===== src/rtl/led_panel_pkg.sv =====
// led_panel_pkg: register offsets, CTRL bit positions and reset values shared
// by the led_panel peripheral and its optional PWM sub-module.
package led_panel_pkg;

  // Register offsets inside the 8-byte window (address[2:0]).
  localparam logic [2:0] OFF_DATA   = 3'd0;
  localparam logic [2:0] OFF_CTRL   = 3'd1;
  localparam logic [2:0] OFF_SET    = 3'd2;
  localparam logic [2:0] OFF_CLR    = 3'd3;
  localparam logic [2:0] OFF_BRIGHT = 3'd4;

  // CTRL register bit positions; only these two bits are implemented.
  localparam int CTRL_INVERT = 0;
  localparam int CTRL_BLANK  = 1;

  // Reset values.
  localparam logic [7:0] RST_LED    = 8'h00;
  localparam logic [1:0] RST_CTRL   = 2'b00;
  localparam logic [7:0] RST_BRIGHT = 8'hFF;
  localparam logic [7:0] RST_COUNT  = 8'h00;
  localparam logic [7:0] RST_LEDS   = 8'h00;

endpackage


===== src/rtl/led_pwm.sv =====
// led_pwm: free-running 8-bit counter compared against a brightness level.
// bright = FF is treated as fully on so that the top level is never dimmed
// by one cycle in 256; bright = 00 is always off.
module led_pwm
  import led_panel_pkg::*;
(
  input  logic       clock,
  input  logic       reset,
  input  logic [7:0] bright,
  output logic       pwm_on
);

  logic [7:0] count;

  // Counter increments every cycle and wraps naturally from FF to 00.
  always_ff @(posedge clock) begin
    // NOTE: sequential state uses non-blocking assignments so every register
    // samples pre-edge values, independent of block ordering.
    if (reset) count <= RST_COUNT;
    else       count <= count + 8'd1;
  end

  // Duty-cycle compare against the current counter value.
  assign pwm_on = (bright == 8'hFF) || (count < bright);

endmodule


===== src/rtl/led_panel.sv =====
// led_panel: memory-mapped 8-LED output peripheral on the CPU6 bus.
// Window of 8 bytes at BASE_ADDR (must be 8-byte aligned): DATA, CTRL, SET,
// CLR and, when LED_PANEL_PWM_EN is defined, BRIGHT with a PWM dimmer.
// Without LED_PANEL_PWM_EN the BRIGHT offset is reserved and LEDs are full on.
module led_panel
  import led_panel_pkg::*;
#(
  parameter logic [15:0] BASE_ADDR = 16'hF110
) (
  input  logic        clock,
  input  logic        reset,
  input  logic [15:0] address,
  input  logic        write_en,
  input  logic [7:0]  data_in,
  output logic [7:0]  data_out,
  output logic [7:0]  leds
);

  logic       selected;
  logic [2:0] offset;
  logic       wr;
  logic [7:0] led_reg;
  logic [1:0] ctrl_reg;
  logic [7:0] pattern;
  logic       pwm_on;

  // Only the upper 13 address bits take part in decode; BASE_ADDR[2:0] is
  // assumed zero.
  assign selected = (address[15:3] == BASE_ADDR[15:3]);
  assign offset   = address[2:0];
  assign wr       = selected && write_en;

`ifdef LED_PANEL_PWM_EN
  logic [7:0] bright_reg;

  // BRIGHT register, reset to full brightness.
  always_ff @(posedge clock) begin
    if (reset)                           bright_reg <= RST_BRIGHT;
    else if (wr && offset == OFF_BRIGHT) bright_reg <= data_in;
  end

  led_pwm u_pwm (
    .clock  (clock),
    .reset  (reset),
    .bright (bright_reg),
    .pwm_on (pwm_on)
  );
`else
  assign pwm_on = 1'b1;
`endif

  // DATA/SET/CLR share led_reg; SET and CLR are single-cycle read-modify-write.
  always_ff @(posedge clock) begin
    if (reset) begin
      led_reg  <= RST_LED;
      ctrl_reg <= RST_CTRL;
    end else if (wr) begin
      case (offset)
        OFF_DATA: led_reg  <= data_in;
        OFF_CTRL: ctrl_reg <= data_in[1:0];
        OFF_SET:  led_reg  <= led_reg | data_in;
        OFF_CLR:  led_reg  <= led_reg & ~data_in;
        default:  ;
      endcase
    end
  end

  assign pattern = ctrl_reg[CTRL_BLANK] ? 8'h00
                                        : (led_reg ^ {8{ctrl_reg[CTRL_INVERT]}});

  // LED pins are registered, giving one cycle of latency after a write.
  always_ff @(posedge clock) begin
    if (reset) leds <= RST_LEDS;
    else       leds <= pattern & {8{pwm_on}};
  end

  // Combinational read mux from current (pre-write) register state.
  always_comb begin
    // NOTE: default assigned first so every path drives data_out and no
    // latch is inferred for unlisted offsets.
    data_out = 8'h00;
    if (selected) begin
      case (offset)
        OFF_DATA, OFF_SET, OFF_CLR: data_out = led_reg;
        OFF_CTRL:                   data_out = {6'b0, ctrl_reg};
`ifdef LED_PANEL_PWM_EN
        OFF_BRIGHT:                 data_out = bright_reg;
`endif
        default:                    data_out = 8'h00;
      endcase
    end
  end

endmodule


===== config.mk =====
export PLATFORM = sky130hd
export DESIGN_NAME = led_panel
export DESIGN_NICKNAME = d
export VERILOG_FILES = /design/src/rtl/led_panel_pkg.sv /design/src/rtl/led_pwm.sv /design/src/rtl/led_panel.sv
export SDC_FILE = /design/constraint.sdc
export NUM_CORES = 1
export LEC_CHECK = 0
export CAP_MARGIN = 5
export CELL_PAD_IN_SITES_DETAIL_PLACEMENT = 1
export CELL_PAD_IN_SITES_GLOBAL_PLACEMENT = 1
export CORE_MARGIN = 10
export CORE_UTILIZATION = 31
export CTS_CLUSTER_DIAMETER = 30
export CTS_CLUSTER_SIZE = 24
export DETAILED_ROUTE_END_ITERATION = 8
export PLACE_DENSITY_LB_ADDON = 0.08
export SLEW_MARGIN = 15
export SYNTH_ARGS = -nofsm -noshare
export SYNTH_HDL_FRONTEND = slang
export SYNTH_SLANG_ARGS = --single-unit

===== constraint.sdc =====
create_clock -name clock -period 4 [get_ports clock]
set_input_delay 1 -clock clock [delete_from_list [all_inputs] [get_ports clock]]
set_output_delay 1 -clock clock [all_outputs]
set_load 0.01 [all_outputs]

==> results.cfg, run 1 <==
[routing]
first_pass_iters = 5
drtIter0Drc = 23
via_per_inst = 5.088
num_vias = 870
drc = 0
drtAntennaViolNets = 0
wirelength_um = 2728
wl_per_cell_um = 15.95

[critical_path]
critPathKind = input pin to output port
cp_max_fo = 7
slowest_delay_ps = 540
cp_slowest_cell = or4b_4
cp_data_required_time_ps = 3000
path_cells = clkdlybuf4s50_1, or4b_4, nor4_4, buf_6, buf_4, nor2b_1, clkdlybuf4s15_1
cp_top_family = simple AND/OR/NAND/NOR gates
arrival_ps = 2920
ff2ff_setup_slack_ps = 3040
cp-start-kind = input pin
end_kind = output port
worst-path-buf-inv = 4

[grt]
first_global_vias = 944
antenna_found_initial = 0
grt_max_degree = 17
grt_use_total_pct = 9.905
grt_pass1_wl_um = 4367
grt.overflow.total = 0

[synth]
synth_cells = 95
synth_nets = 122
synth_cell_type_count = 23
ys_seq_area_share_pct = 40.00
synth_area_um2 = 900.9
avgSynthCellArea_um2 = 9.483
ys_ff_latch = 18
yosysWarnings = 0

[pwr]
p_per_area_mw_per_mm2 = 245.0
irDropWorstVdd_uv = 208.8
p_leak_nw = 0.5318

[final_layout]
layout_common_cells = 34 x clkdlybuf4s50_1, 18 x dfxtp_1, 9 x nand2b_1, 9 x nor2_1
layout_commonest_cell = clkdlybuf4s50_1
multiInputGateArea_um2 = 480.5
seq_area_um2 = 360.3
fin_cells = 171
fillers = 329
nNetsFinal = 168
area_growth_pct = 53.33
drive_above_1_share_pct = 10.00
n_antenna_cell = 0

[clocking]
clk_pin_slew_ps = 110
root_buffer = clkbuf_4
clock_path_buffers = 2
cts_hold_buf = 0
clock_sinks = 18
htreeDepth = 1
clock_latency_ps = 300
cts_tree = done
numCtsBuffers = 3

[die]
die_y_um = 73.91
rows = 19
coreArea_mm2 = 0.002758
io_pins = 43
fp.dieArea_mm2 = 0.005462
start_util_pct = 32.67
die_x_um = 73.91

[sta]
tightest_slew_ps = 639.8
post-route-min-period_ps = 3917
hold_viol_final = 0
setup_viol = 0
clock_skew_ps = 9.056
clock.fmax_ghz = 0.2553
finalCritPeriodShare_pct = 97.93
whs_ps = 483.6
rsz0062_at_grt = no
report.final.slew_viol_count = 0
slew_headroom_pct = 57.26

[placed_design]
place.gp.congestion = 0.7315
portBuffers = 42
hpwl_um = 2246
place_inst = 166

[min_path]
hp-class = flip-flop to flip-flop

[run_status]
status = finished, final reports clean

[job]
drv_cap = 0
==> cell usage after synthesis <==
cell type   n  area (um2)
nor2_1      9       33.78
nor3b_1     1       7.510
clkbuf_1    3       11.26
and4_1      1       8.760
or4b_4      1       13.76
mux2i_1     2       20.02
nand4_1     8       50.05
dfxtp_1    18       360.4
or4b_1      1       10.01
xnor2_1     8       70.07
nand3_1     1       5.000
a32o_1      8       80.08
and3_1      7       43.79
nor4_4      1       21.27
a22oi_1     2       15.01
a21oi_1     1       5.000
nor2b_1     3       18.77
nand2_1     4       15.01
nand2b_1    9       56.30
inv_1       2       7.510
or2_2       1       6.260
buf_4       1       7.510
buf_6       3       33.78
==> metal layers <==
metal | vias up | track usage, % | share of wire [%]
li1 | 434 | - | -
met4 | 0 | 1.863 | 0.40
met5 | - | 0 | 0
met1 | 401 | 10.50 | 42
met2 | 33 | 16.86 | 47
met3 | 2 | 5.653 | 10
==> final timing paths <==
kind,end,from,depth (start not counted)
worst max-delay path,data_out[1],address[3],7
worst min-delay path,ctrl_reg[1],ctrl_reg[1],2
worst max register to register,leds[0],ctrl_reg[0],2
worst min register to register,ctrl_reg[1],ctrl_reg[1],2
==> kinds of logic (layout without fill, tap and decap cells) <==
logic type             after synthesis  in the layout  share of synthesized area, %
AND/OR/NAND/NOR                     47             47                         32.22
AO/OA/AOI/OAI                       11             11                         11.11
XOR/XNOR                             8              8                         7.778
multiplexers                         2              2                         2.222
buffers and inverters                9             54                         6.667
flip-flops                          18             18                         40.00
==> final cells by class <==
class	instances	area share (%)
repair buffers	48	33.15
clock buffers	4	2.627
flip-flops and latches	18	26.09
inverters	2	0.5435
multi-input cells	68	34.78
well taps	31	2.808
==> stage by stage <==
stage / setup WS [ps] / total power, mW / cell area (um2) / utilization, % / setup TNS, ps
final: 82.74 / 0.3384 / 1381 / 50.09 / 0
after global routing: 9.836 / 0.3551 / 1381 / 50.09 / 0
after CTS: 54.43 / 0.3438 / 1383 / 50.14 / 0
after detailed placement: -138.3 / 0.2287 / 1345 / 48.78 / -937.3
after global placement: -126.0 / 0.2269 / 1345 / 48.78 / -856.4
after floorplan: 659.6 / 0.1988 / 900.9 / - / 0
==> power breakdown <==
group          total [mW]  switching, mW  internal (mW)
Combinational      0.0452         0.0175         0.0277
Clock               0.114         0.0587         0.0555
Sequential          0.179     0.00000184          0.179
Total               0.338         0.0762          0.262
==> worst register-to-register path: cells and delay by family (launching register included) <==
| kind | cells | cell delay, ps |
|---|---|---|
| simple gates | 1 | 50 |
| flops | 1 | 630 |
| xor+xnor | 1 | 180 |
==> repair_timing <==
item | CTS | global route
buffers inserted | 1 | 0
setup endpoints to repair | 8 | 3
pin swaps | 0 | 0
gates resized for setup | 9 | 4
(Power assumes the default switching activity.)
==> run 2: changes to the inputs <==
CORE_UTILIZATION = 32   (was 31)
CTS_BUF_LIST = sky130_fd_sc_hd__clkbuf_4   (was unset)
==> results.cfg, run 2 (synthesis gave the netlist of run 1 again) <==
[sta]
slew_headroom_pct = 61.48
post-route-min-period_ps = 3821
setup_viol = 0
report.final.slew_viol_count = 0
hold_viol_final = 0
finalCritPeriodShare_pct = 95.52
clock.fmax_ghz = 0.2617
clock_skew_ps = 6.171
rsz0062_at_grt = no
setup_ws_ps = 179.0
whs_ps = 482.0
tightest_slew_ps = 576.6

[routing]
drtAntennaViolNets = 0
met3_length_um = 301
top_layer_used = met4
wirelength_um = 2724
via_per_inst = 5.100
num_vias = 867
drc = 0
drtIter0Drc = 45
first_pass_iters = 4
met1_length_um = 1141
wl_per_cell_um = 16.02
wl_met2_um = 1227

[run_status]
status = finished, final reports clean

[pwr]
p_per_area_mw_per_mm2 = 234.9
p_leak_nw = 0.5298
irDropWorstVdd_uv = 148.6
total_power_uw = 320.1

[critical_path]
critPathKind = input pin to output port
worst-path-buf-inv = 4
slowest_delay_ps = 540
cp_top_family = simple AND/OR/NAND/NOR gates
cp_data_required_time_ps = 3000
cp_slowest_cell = or4b_4
cp_max_fo = 6
end_kind = output port
startpoint = address[3]
path_cells = clkdlybuf4s50_1, or4b_4, nor4_4, buf_4, buf_2, nor2b_1, clkbuf_2
arrival_ps = 2820
r2r-start = ctrl_reg[0]
cp-start-kind = input pin

[grt]
antenna_found_initial = 0
first_global_vias = 945
grt.overflow.total = 0
grt_pass1_wl_um = 4560
grt_max_degree = 17
grt_use_total_pct = 10.52

[placed_design]
hpwl_um = 2201
dpl_worst_slack_ps = -132.7
place_area_mm2 = 0.001330
portBuffers = 42
place_inst = 164
place.gp.congestion = 0.7565

[die]
die_x_um = 73.06
io_pins = 43
rows = 19
coreArea_mm2 = 0.002734
die_y_um = 73.06
start_util_pct = 32.95
fp.dieArea_mm2 = 0.005338

[final_layout]
seq_area_um2 = 360.3
fin_cells = 170
n_antenna_cell = 0
design_area_mm2 = 0.001363
drive_above_1_share_pct = 9.353
fillers = 332
layout_common_cells = 34 x clkdlybuf4s50_1, 18 x dfxtp_1, 9 x nand2b_1, 9 x nor2_1
nNetsFinal = 167
layout_commonest_cell = clkdlybuf4s50_1
area_growth_pct = 51.25
multiInputGateArea_um2 = 484.2

[clocking]
cts_tree = done
clock_sinks = 18
root_buffer = clkbuf_4
numCtsBuffers = 3
clock_path_buffers = 2
htreeDepth = 1
clk_pin_slew_ps = 100
cts_hold_buf = 0
clock_latency_ps = 300

[min_path]
hp-class = flip-flop to flip-flop
hold_path_startpoint = ctrl_reg[1]

[job]
drv_cap = 0
run 2: cell count changes in the layout (fill, tap and decap cells not counted), sizes merged:
cell | previous run | this run
buf | 6 | 5
clkbuf | 5 | 4
clkdlybuf4s15 | 2 | 0
clkinv | 0 | 1
dlygate4sd2 | 5 | 7
run 2: worst register-to-register path, delay by kind of cell, from the launching register on:
family / cells / cell delay [ps]
xor+xnor: 1 / 180
flops: 1 / 630
simple gates: 1 / 50
run 2: worst paths after layout:
kind | to | cells past startpoint | slack, ps
worst min register to register | ctrl_reg[1] | 2 | 480
worst max register to register | leds[3] | 2 | 3040
worst max-delay path | data_out[1] | 7 | 180
worst min-delay path | ctrl_reg[1] | 2 | 480
run 2: per-layer routing:
metal | global-route usage [%] | up-vias
li1 | - | 433
met1 | 11.51 | 396
met2 | 16.24 | 33
met3 | 5.306 | 5
met4 | 5.485 | 0
met5 | 0 | -
run 2: what timing repair did:
item	CTS	global route
setup buffers	1	0
gates resized for setup	10	2
gates cloned	1	0
endpoints found under the setup margin	8	1
run 2: cell type report:
cell class	count	area share [%]
repair buffers	47	32.69
multi-input cells	68	35.54
well taps	31	2.847
flip-flops and latches	18	26.45
clock buffers	3	1.653
inverters	2	0.5510
clock inverters	1	0.2755
run 2: power breakdown:
part           leakage (nW)  internal [mW]  total, mW  switching [mW]
clock network        0.0154         0.0364     0.0957          0.0593
registers             0.145          0.179      0.179      0.00000181
logic                 0.370         0.0279     0.0453          0.0173
total                 0.530          0.243      0.320          0.0766
run 2: through the flow:
| step | setup TNS (ps) | util, % |
|---|---|---|
| 6_report | 0 | 49.84 |
| 3_3_place_gp | -835.6 | 48.65 |
| 4_1_cts | 0 | 49.98 |
| 3_5_place_dp | -942.1 | 48.65 |
| 5_1_grt | 0 | 49.84 |
| 2_1_floorplan | 0 | - |
==> run 3: changes to the inputs <==
CELL_PAD_IN_SITES_DETAIL_PLACEMENT = unset   (was 1)
CELL_PAD_IN_SITES_GLOBAL_PLACEMENT = unset   (was 1)
CORE_UTILIZATION = 40   (was 32)
MAX_ROUTING_LAYER = met4   (was unset)
==> results.cfg, run 3 (synthesis gave the netlist of run 1 again) <==
[min_path]
hp-class = flip-flop to flip-flop
hold_path_startpoint = ctrl_reg[1]

[grt]
grt_max_degree = 14
antenna_found_initial = 0
grt.overflow.total = 0
grt_use_total_pct = 11.34
first_global_vias = 869
grt_pass1_wl_um = 3919

[critical_path]
r2r_cells = 2
cp_max_fo = 4
cp_data_required_time_ps = 3000
startpoint = address[3]
slowest_delay_ps = 540
cp-start-kind = input pin
endpoint = data_out[6]
timing.critical_path.mode_cell = buf_4
cp_slowest_cell = or4b_4
arrival_ps = 2900
r2r-end = leds[0]
end_kind = output port
path_cells = clkdlybuf4s50_1, or4b_4, nor4_4, buf_4, buf_4, and3_1, dlygate4sd2_1
r2r-start = ctrl_reg[0]
ff2ff_setup_slack_ps = 3030
critPathKind = input pin to output port

[die]
io_pins = 43
die_x_um = 67.46
fp.dieArea_mm2 = 0.004550
start_util_pct = 41.52
die_y_um = 67.46
rows = 17
coreArea_mm2 = 0.002170

[pwr]
switching_share_pct = 22.15
p_per_area_mw_per_mm2 = 227.0
irDropWorstVdd_uv = 204.8
p_clk_share_pct = 28.4
p_seq_share_pct = 57.2
combPwrFrac_pct = 14.4
p_int_uw = 243.7
p_leak_nw = 0.5359
p_sw_uw = 69.32
total_power_uw = 313.0

[clocking]
clock_sinks = 18
cts_hold_buf = 0
root_buffer = clkbuf_4
cts_tree = done
clock_path_buffers = 2
numCtsBuffers = 3
htreeDepth = 1
clock_latency_ps = 280
clk_pin_slew_ps = 90

[job]
drv_cap = 0

[routing]
wl_per_cell_um = 14.72
via_per_inst = 5.206
drtIter0Drc = 25
drc = 0
num_vias = 885
wirelength_um = 2503
first_pass_iters = 4
drtAntennaViolNets = 0

[final_layout]
nNetsFinal = 170
drive_above_1_share_pct = 10.56
layout_common_cells = 34 x clkdlybuf4s50_1, 18 x dfxtp_1, 9 x nand2b_1, 9 x nor2_1
area_growth_pct = 53.06
n_antenna_cell = 0
final_util_pct = 63.55
layout_commonest_cell = clkdlybuf4s50_1
fin_cells = 170

[sta]
finalCritPeriodShare_pct = 97.48
slew_headroom_pct = 59.96
clock_skew_ps = 4.414
hold_viol_final = 0
setup_tns_ps = 0
rsz0062_at_grt = no
whs_ps = 488.6
setup_viol = 0
report.final.slew_viol_count = 0
post-route-min-period_ps = 3899
clock.fmax_ghz = 0.2565
tightest_slew_ps = 599.4

[placed_design]
place.gp.congestion = 0.7466
hpwl_um = 2016
portBuffers = 42
place_inst = 164

[run_status]
status = finished, final reports clean
[run 3: cell count changes in the layout (fill, tap and decap cells not counted)]
cell	delta
buf_4	+5
clkdlybuf4s15_1	+2
dlygate4sd2_1	-2
buf_2	-1
buf_6	-1
or4b_1	+1
or4b_4	-1
[run 3: layout make-up]
| type | instances | area, um2 |
|---|---|---|
| Clock buffer | 3 | 22.52 |
| Sequential cell | 18 | 360.3 |
| Timing Repair Buffer | 50 | 469.2 |
| Inverter | 2 | 7.507 |
| Clock inverter | 1 | 3.754 |
| Tap cell | 28 | 35.03 |
| Multi-Input combinational cell | 68 | 480.5 |
| Fill cell | 221 | 790.8 |
[run 3: how the worst min path moves through the flow]
stage	cells after the start	slack, ps	to
after floorplan	2	440	ctrl_reg[1]
after CTS	2	490	ctrl_reg[1]
after global routing	2	530	ctrl_reg[1]
final	2	490	ctrl_reg[1]
after detailed placement	2	470	ctrl_reg[1]
after global placement	2	470	ctrl_reg[1]
[run 3: critical path, delay by kind of cell]
family / cells / cell delay [ps]
buf+inv: 4 / 930
simple gates: 3 / 950
[run 3: per-layer routing]
metal	part of all wire, %	global-route usage (%)
met4	0.84	3.846
met3	7.4	3.471
met5	0	-
met2	49	17.77
met1	43	13.47
[run 3: power by group through the flow]
| stage | clock network (mW) | registers (mW) | logic (mW) |
|---|---|---|---|
| finish | 0.0888 | 0.179 | 0.0451 |
| global route | 0.102 | 0.179 | 0.0486 |
| CTS | 0.0945 | 0.179 | 0.0453 |
| detailed placement | 0 | 0.183 | 0.0450 |
| global placement | 0 | 0.183 | 0.0441 |
| floorplan | 0 | 0.183 | 0.0155 |
[run 3: what timing repair did]
action                     4_1_cts  5_1_grt
pin swaps                        0        0
setup buffers                    1        1
setup endpoints to repair        8        1
gates resized for setup          8        4
[run 3: stage by stage]
step / cell area, um2 / setup slack (ps)
after global placement: 1349 / -117.7
after detailed placement: 1349 / -157.3
after global routing: 1379 / 5.986
after CTS: 1373 / 19.04
after floorplan: 900.9 / 659.6
final: 1379 / 100.7
==> variant 1: new RTL, settings of run 3 <==
The option `LED_PANEL_PWM_EN` is turned on by a define.
--- a/src/rtl/led_panel.sv
+++ b/src/rtl/led_panel.sv
@@ -2,6 +2,8 @@
 // Window of 8 bytes at BASE_ADDR (must be 8-byte aligned): DATA, CTRL, SET,
 // CLR and, when LED_PANEL_PWM_EN is defined, BRIGHT with a PWM dimmer.
 // Without LED_PANEL_PWM_EN the BRIGHT offset is reserved and LEDs are full on.
+`define LED_PANEL_PWM_EN
+
 module led_panel
   import led_panel_pkg::*;
 #(
Formal check against the unedited RTL: not equivalent (Yosys sat finds a counterexample within 4 cycles, from zero or initial values and one cycle with reset high).
==> variant 1 against run 3 <==
- final cell count up 83%
- synthesized area is 100% higher
- die area grew 70%
- routed wire length rose by 86%
- power grew 88%
- largest power group unchanged
- sequential cell count is 16 higher
- global-route usage rose by 1.9 points
- setup slack better by 2.8 ps
- critical endpoint is now data_out[0]
- non-clock buffer count increased by 8
- cell area grew 77%
==> variant 1: results (changes against run 3) <==
## Timing
- **Max Clock Skew** 4.81 ps, +0.391 ps
- **Worst Tran Pin Value** 693 ps, +93.3 ps
- **worst hold margin** 468 ps, -21.0 ps
- **shortest clock period the worst path allows after layout** 3900 ps, -2.83 ps

## Detailed routing
- **detailed-routed wire length on met2** 1970 um, +61%
- **met3 routed WL** 334 um, +82%
- **Via density** 5.29, +1.5%
- **met1 wire length** 2310 um, +120%
- **average routed wire per standard cell** 15.0 um, +1.9%
- **number of DRC violations after detailed-routing iteration 0** 102, +310%

## Min path
- **Hold EP** u_pwm.count[0]$_SDFF_PP0_
- **HP Start** u_pwm.count[0]$_SDFF_PP0_
- **hold-critical path depth** 1, -1

## Setup path
- **path depth of the worst reg2reg path** 5, +3
- **Setup crit end** data_out[0]
- **reg2reg setup slack** 2290 ps, -740 ps
- **maximum fanout along the worst path** 3, -1

## Place
- **worst setup slack after placement** -259 ps, -102 ps
- **number of cells after detailed placement** 304, +85%
- **routability congestion estimate from global placement** 0.797, +6.7%
- **placed cell areas** 2390 sq um, +77%
- **detailed-placement wirelength estimate** 3620 um, +79%

## Clock network
- **Post-CTS Setup Bufs** 0, -1
- **CTS H-tree depth** 2, +1
- **clock latency of the later-clocked register in the worst-skew pair** 330 ps, +50 ps
- **Inserted Clock Buffers** 5, +2
- **# resized after CTS** 9, +1

## Pwr
- **leakage power total** 1.05 nW, +96%
- **worst ir drop on vdd** 0.117 mV, -43%
- **Seq group** 0.000343 W, +92%
- **Net Sw Frac** 24.5%, +2.4 points
- **power share of the combinational group** 12.8%, -1.6 points

## Finish
- **final non-filler cell total** 311, +83%

## Global routing
- **Global Route met3 Usage** 4.27%, +0.80 points
- **maximum number of pins on one net before global-route repair** 24, +10
- **GRT Total Usage** 13.2%, +1.9 points
- **first-pass GRT wire length** 7880 um, +100%
- **met1 capacity usage during global routing** 16.8%, +3.3 points
- **GR Layer Usage met2** 19.2%, +1.5 points

## Synthesis
- **ranking of synthesized cells by area** sky130_fd_sc_hd__dfxtp_1, sky130_fd_sc_hd__nor2_1, sky130_fd_sc_hd__ha_1
- **count of unique library cells instantiated by Yosys** 35, +52%
- **ranking of synthesized cells by instance count** sky130_fd_sc_hd__dfxtp_1, sky130_fd_sc_hd__nor2_1, sky130_fd_sc_hd__inv_1
- **per-instance average area after synthesis** 8.99 sq um, -5.2%

## Status
- **result of the run** finished clean

## variant 1: cell types whose count changed after synthesis, moves of 9 or more
cell,delta
sky130_fd_sc_hd__dfxtp_1,+16
sky130_fd_sc_hd__nor2_1,+24
sky130_fd_sc_hd__inv_1,+13
sky130_fd_sc_hd__a211oi_1,+9
## variant 1: layout make-up
cell class | instances | area [sq um]
clock buffer | 5 | 37.5
clock inverter | 1 | 3.75
fill | 441 | 1970
inverter | 15 | 56.3
multi-input combinational | 146 | 1070
sequential | 34 | 681
tap | 52 | 65.1
timing repair buffer | 58 | 529
## variant 1: logic make-up (layout without fill, tap and decap cells)
family / count (synthesis) / count (layout) / synth area share [%]
buf+inv: 25 / 79 / 5.70
flops: 34 / 34 / 36.9
fa+ha+maj: 8 / 8 / 5.43
xor+xnor: 14 / 14 / 6.65
compound gates: 41 / 41 / 16.4
simple gates: 73 / 73 / 23.5
mux: 10 / 10 / 5.43
==> variant 2: new RTL, settings of run 3 <==
Without the edit above. Remove the register `leds`: a continuous assignment takes its place, so the output `leds` follows one clock earlier.
--- a/src/rtl/led_panel.sv
+++ b/src/rtl/led_panel.sv
@@ -69,10 +69,7 @@
                                         : (led_reg ^ {8{ctrl_reg[CTRL_INVERT]}});
 
   // LED pins are registered, giving one cycle of latency after a write.
-  always_ff @(posedge clock) begin
-    if (reset) leds <= RST_LEDS;
-    else       leds <= pattern & {8{pwm_on}};
-  end
+  assign leds = pattern & {8{pwm_on}};
 
   // Combinational read mux from current (pre-write) register state.
   always_comb begin
Behaviour: not the same (a bounded check fails within 4 cycles, from zero or initial values and one cycle with reset high).
==> variant 2 against run 3 <==
- final cell count down 7.6%
- count of clock-buffer cells in the layout did not move
- sequential cell count fell by 8
- cell area shrank 12%
- largest cell class is now non-clock buffers
- power fell by 32%
- synthesized cell count fell by 9.5%
- highest routed layer unchanged
- synthesized area fell by 18%
- critical endpoint is now data_out[7]
- setup slack lost 9.2 ps
- routed wire length shrank 3.9%
==> variant 2: results (changes against run 3) <==
## Status
- **result of the run** finished clean

## Global routing
- **GR Layer Usage met2** 19.7%, +2.0 points
- **met1 capacity usage during global routing** 13.3%, -0.19 points
- **Global Route met3 Usage** 5.38%, +1.9 points
- **vias in the first global route** 880, +1.3%
- **initial antenna violation count** 0, unchanged
- **maximum number of pins on one net before global-route repair** 17, +3
- **first-pass GRT wire length** 3940 um, +0.51%
- **GRT Total Usage** 12.2%, +0.85 points

## Clock network
- **clock root buffer** sky130_fd_sc_hd__clkbuf_4
- **clock-pin slew reported for the worst setup and hold paths after clock tree synthesis** 60 ps, -30 ps
- **Inserted Clock Buffers** 3, unchanged

## Synthesis
- **synthesized-area fraction occupied by ao, oa, aoi and oai cells** 13.6%, +2.5 points
- **fraction of synthesized cell area in xor and xnor cells** 9.54%, +1.8 points
- **mux contribution to synthesized area** 2.73%, +0.50 points
- **sequential-to-total area share from yosys stat** 27.3%, -13 points
- **count of unique library cells instantiated by Yosys** 23, unchanged
- **ranking of synthesized cells by area** sky130_fd_sc_hd__dfxtp_1, sky130_fd_sc_hd__a32o_1, sky130_fd_sc_hd__xnor2_1
- **post-synthesis async set-or-reset flop share** 0%, unchanged
- **ranking of synthesized cells by instance count** sky130_fd_sc_hd__dfxtp_1, sky130_fd_sc_hd__nand2b_1, sky130_fd_sc_hd__nor2_1
- **Synthesized Nets** 113, -7.4%

## Timing
- **Worst Tran Pin Value** 606 ps, +6.55 ps
- **Max Clock Skew** 0 ps, -4.41 ps

## Pwr
- **internal cell power** 0.000162 W, -34%
- **leakage power total** 0.490 nW, -8.5%
- **worst ir drop on vdd** 0.192 mV, -6.1%

## Finish
- **net count of the finished layout** 161, -5.3%
- **fraction of final layout cells with drive strength greater than 1** 9.85%, -0.71 points
- **diode insertion count for antenna repair** 0, unchanged

## Place
- **detailed-placement wirelength estimate** 1810 um, -10%
- **placed cell areas** 1160 sq um, -14%
- **routability congestion estimate from global placement** 0.786, +5.3%
- **Port Buffers** 42, unchanged

## Detailed routing
- **number of DRC violations after detailed-routing iteration 0** 18, -28%
- **average routed wire per standard cell** 15.3 um, +4.0%
- **total via count after detailed routing** 817, -7.7%

## Setup path
- **maximum fanout along the worst path** 10, +6
- **arrival time worst endpoint** 2910 ps, about the same

## Min path
- **type of the most critical hold path** flop to flop

[variant 2: repair_timing]
action,CTS,global route
endpoints found under the setup margin,8,1
endpoints found under the hold margin,0,0
gates resized for setup,9,1
buffers inserted,4,0
[variant 2: worst paths after layout]
| path | start | to | slack [ps] | cells after the start |
|---|---|---|---|---|
| worst max-delay path | address[3] | data_out[7] | 90 | 7 |
| worst min-delay path | led_reg[4]$_SDFFE_PP0P_ | led_reg[4]$_SDFFE_PP0P_ | 540 | 1 |
| worst max register to register | ctrl_reg[0]$_SDFFE_PP0P_ | ctrl_reg[0]$_SDFFE_PP0P_ | 3060 | 2 |
| worst min register to register | led_reg[4]$_SDFFE_PP0P_ | led_reg[4]$_SDFFE_PP0P_ | 540 | 1 |
[variant 2: power by group through the flow]
stage / clock [W] / combinational (W) / sequential, W
after floorplan: 0 / 0.0000141 / 0.000102
after global placement: 0 / 0.0000419 / 0.000102
after CTS: 0.0000716 / 0.0000426 / 0.0000995
final: 0.0000703 / 0.0000428 / 0.0000995
after detailed placement: 0 / 0.0000424 / 0.000102
after global routing: 0.0000744 / 0.0000457 / 0.0000994
[variant 2: cell type report]
class	instances	area, sq um
clock buffers	3	22.5
fillers	163	515
inverters	2	7.51
multi-input cells	67	474
flip-flops and latches	10	200
well taps	25	31.3
repair buffers	50	475
[variant 2: through the flow]
stage                     total power (W)  TNS, ps  cells  setup WS (ps)
after floorplan                  0.000116        0     86            660
after global placement           0.000144     -894    150           -114
after detailed placement         0.000144     -941    150           -131
after CTS                        0.000214        0    157           64.7
after global routing             0.000220        0    157           8.10
final                            0.000213        0    157           91.4
[variant 2: routing by layer]
layer / part of all wire [%] / vias up
li1: - / 409
met1: 43 / 383
met2: 50 / 23
met3: 5.5 / 2
met4: 0.50 / 0
met5: 0 / -
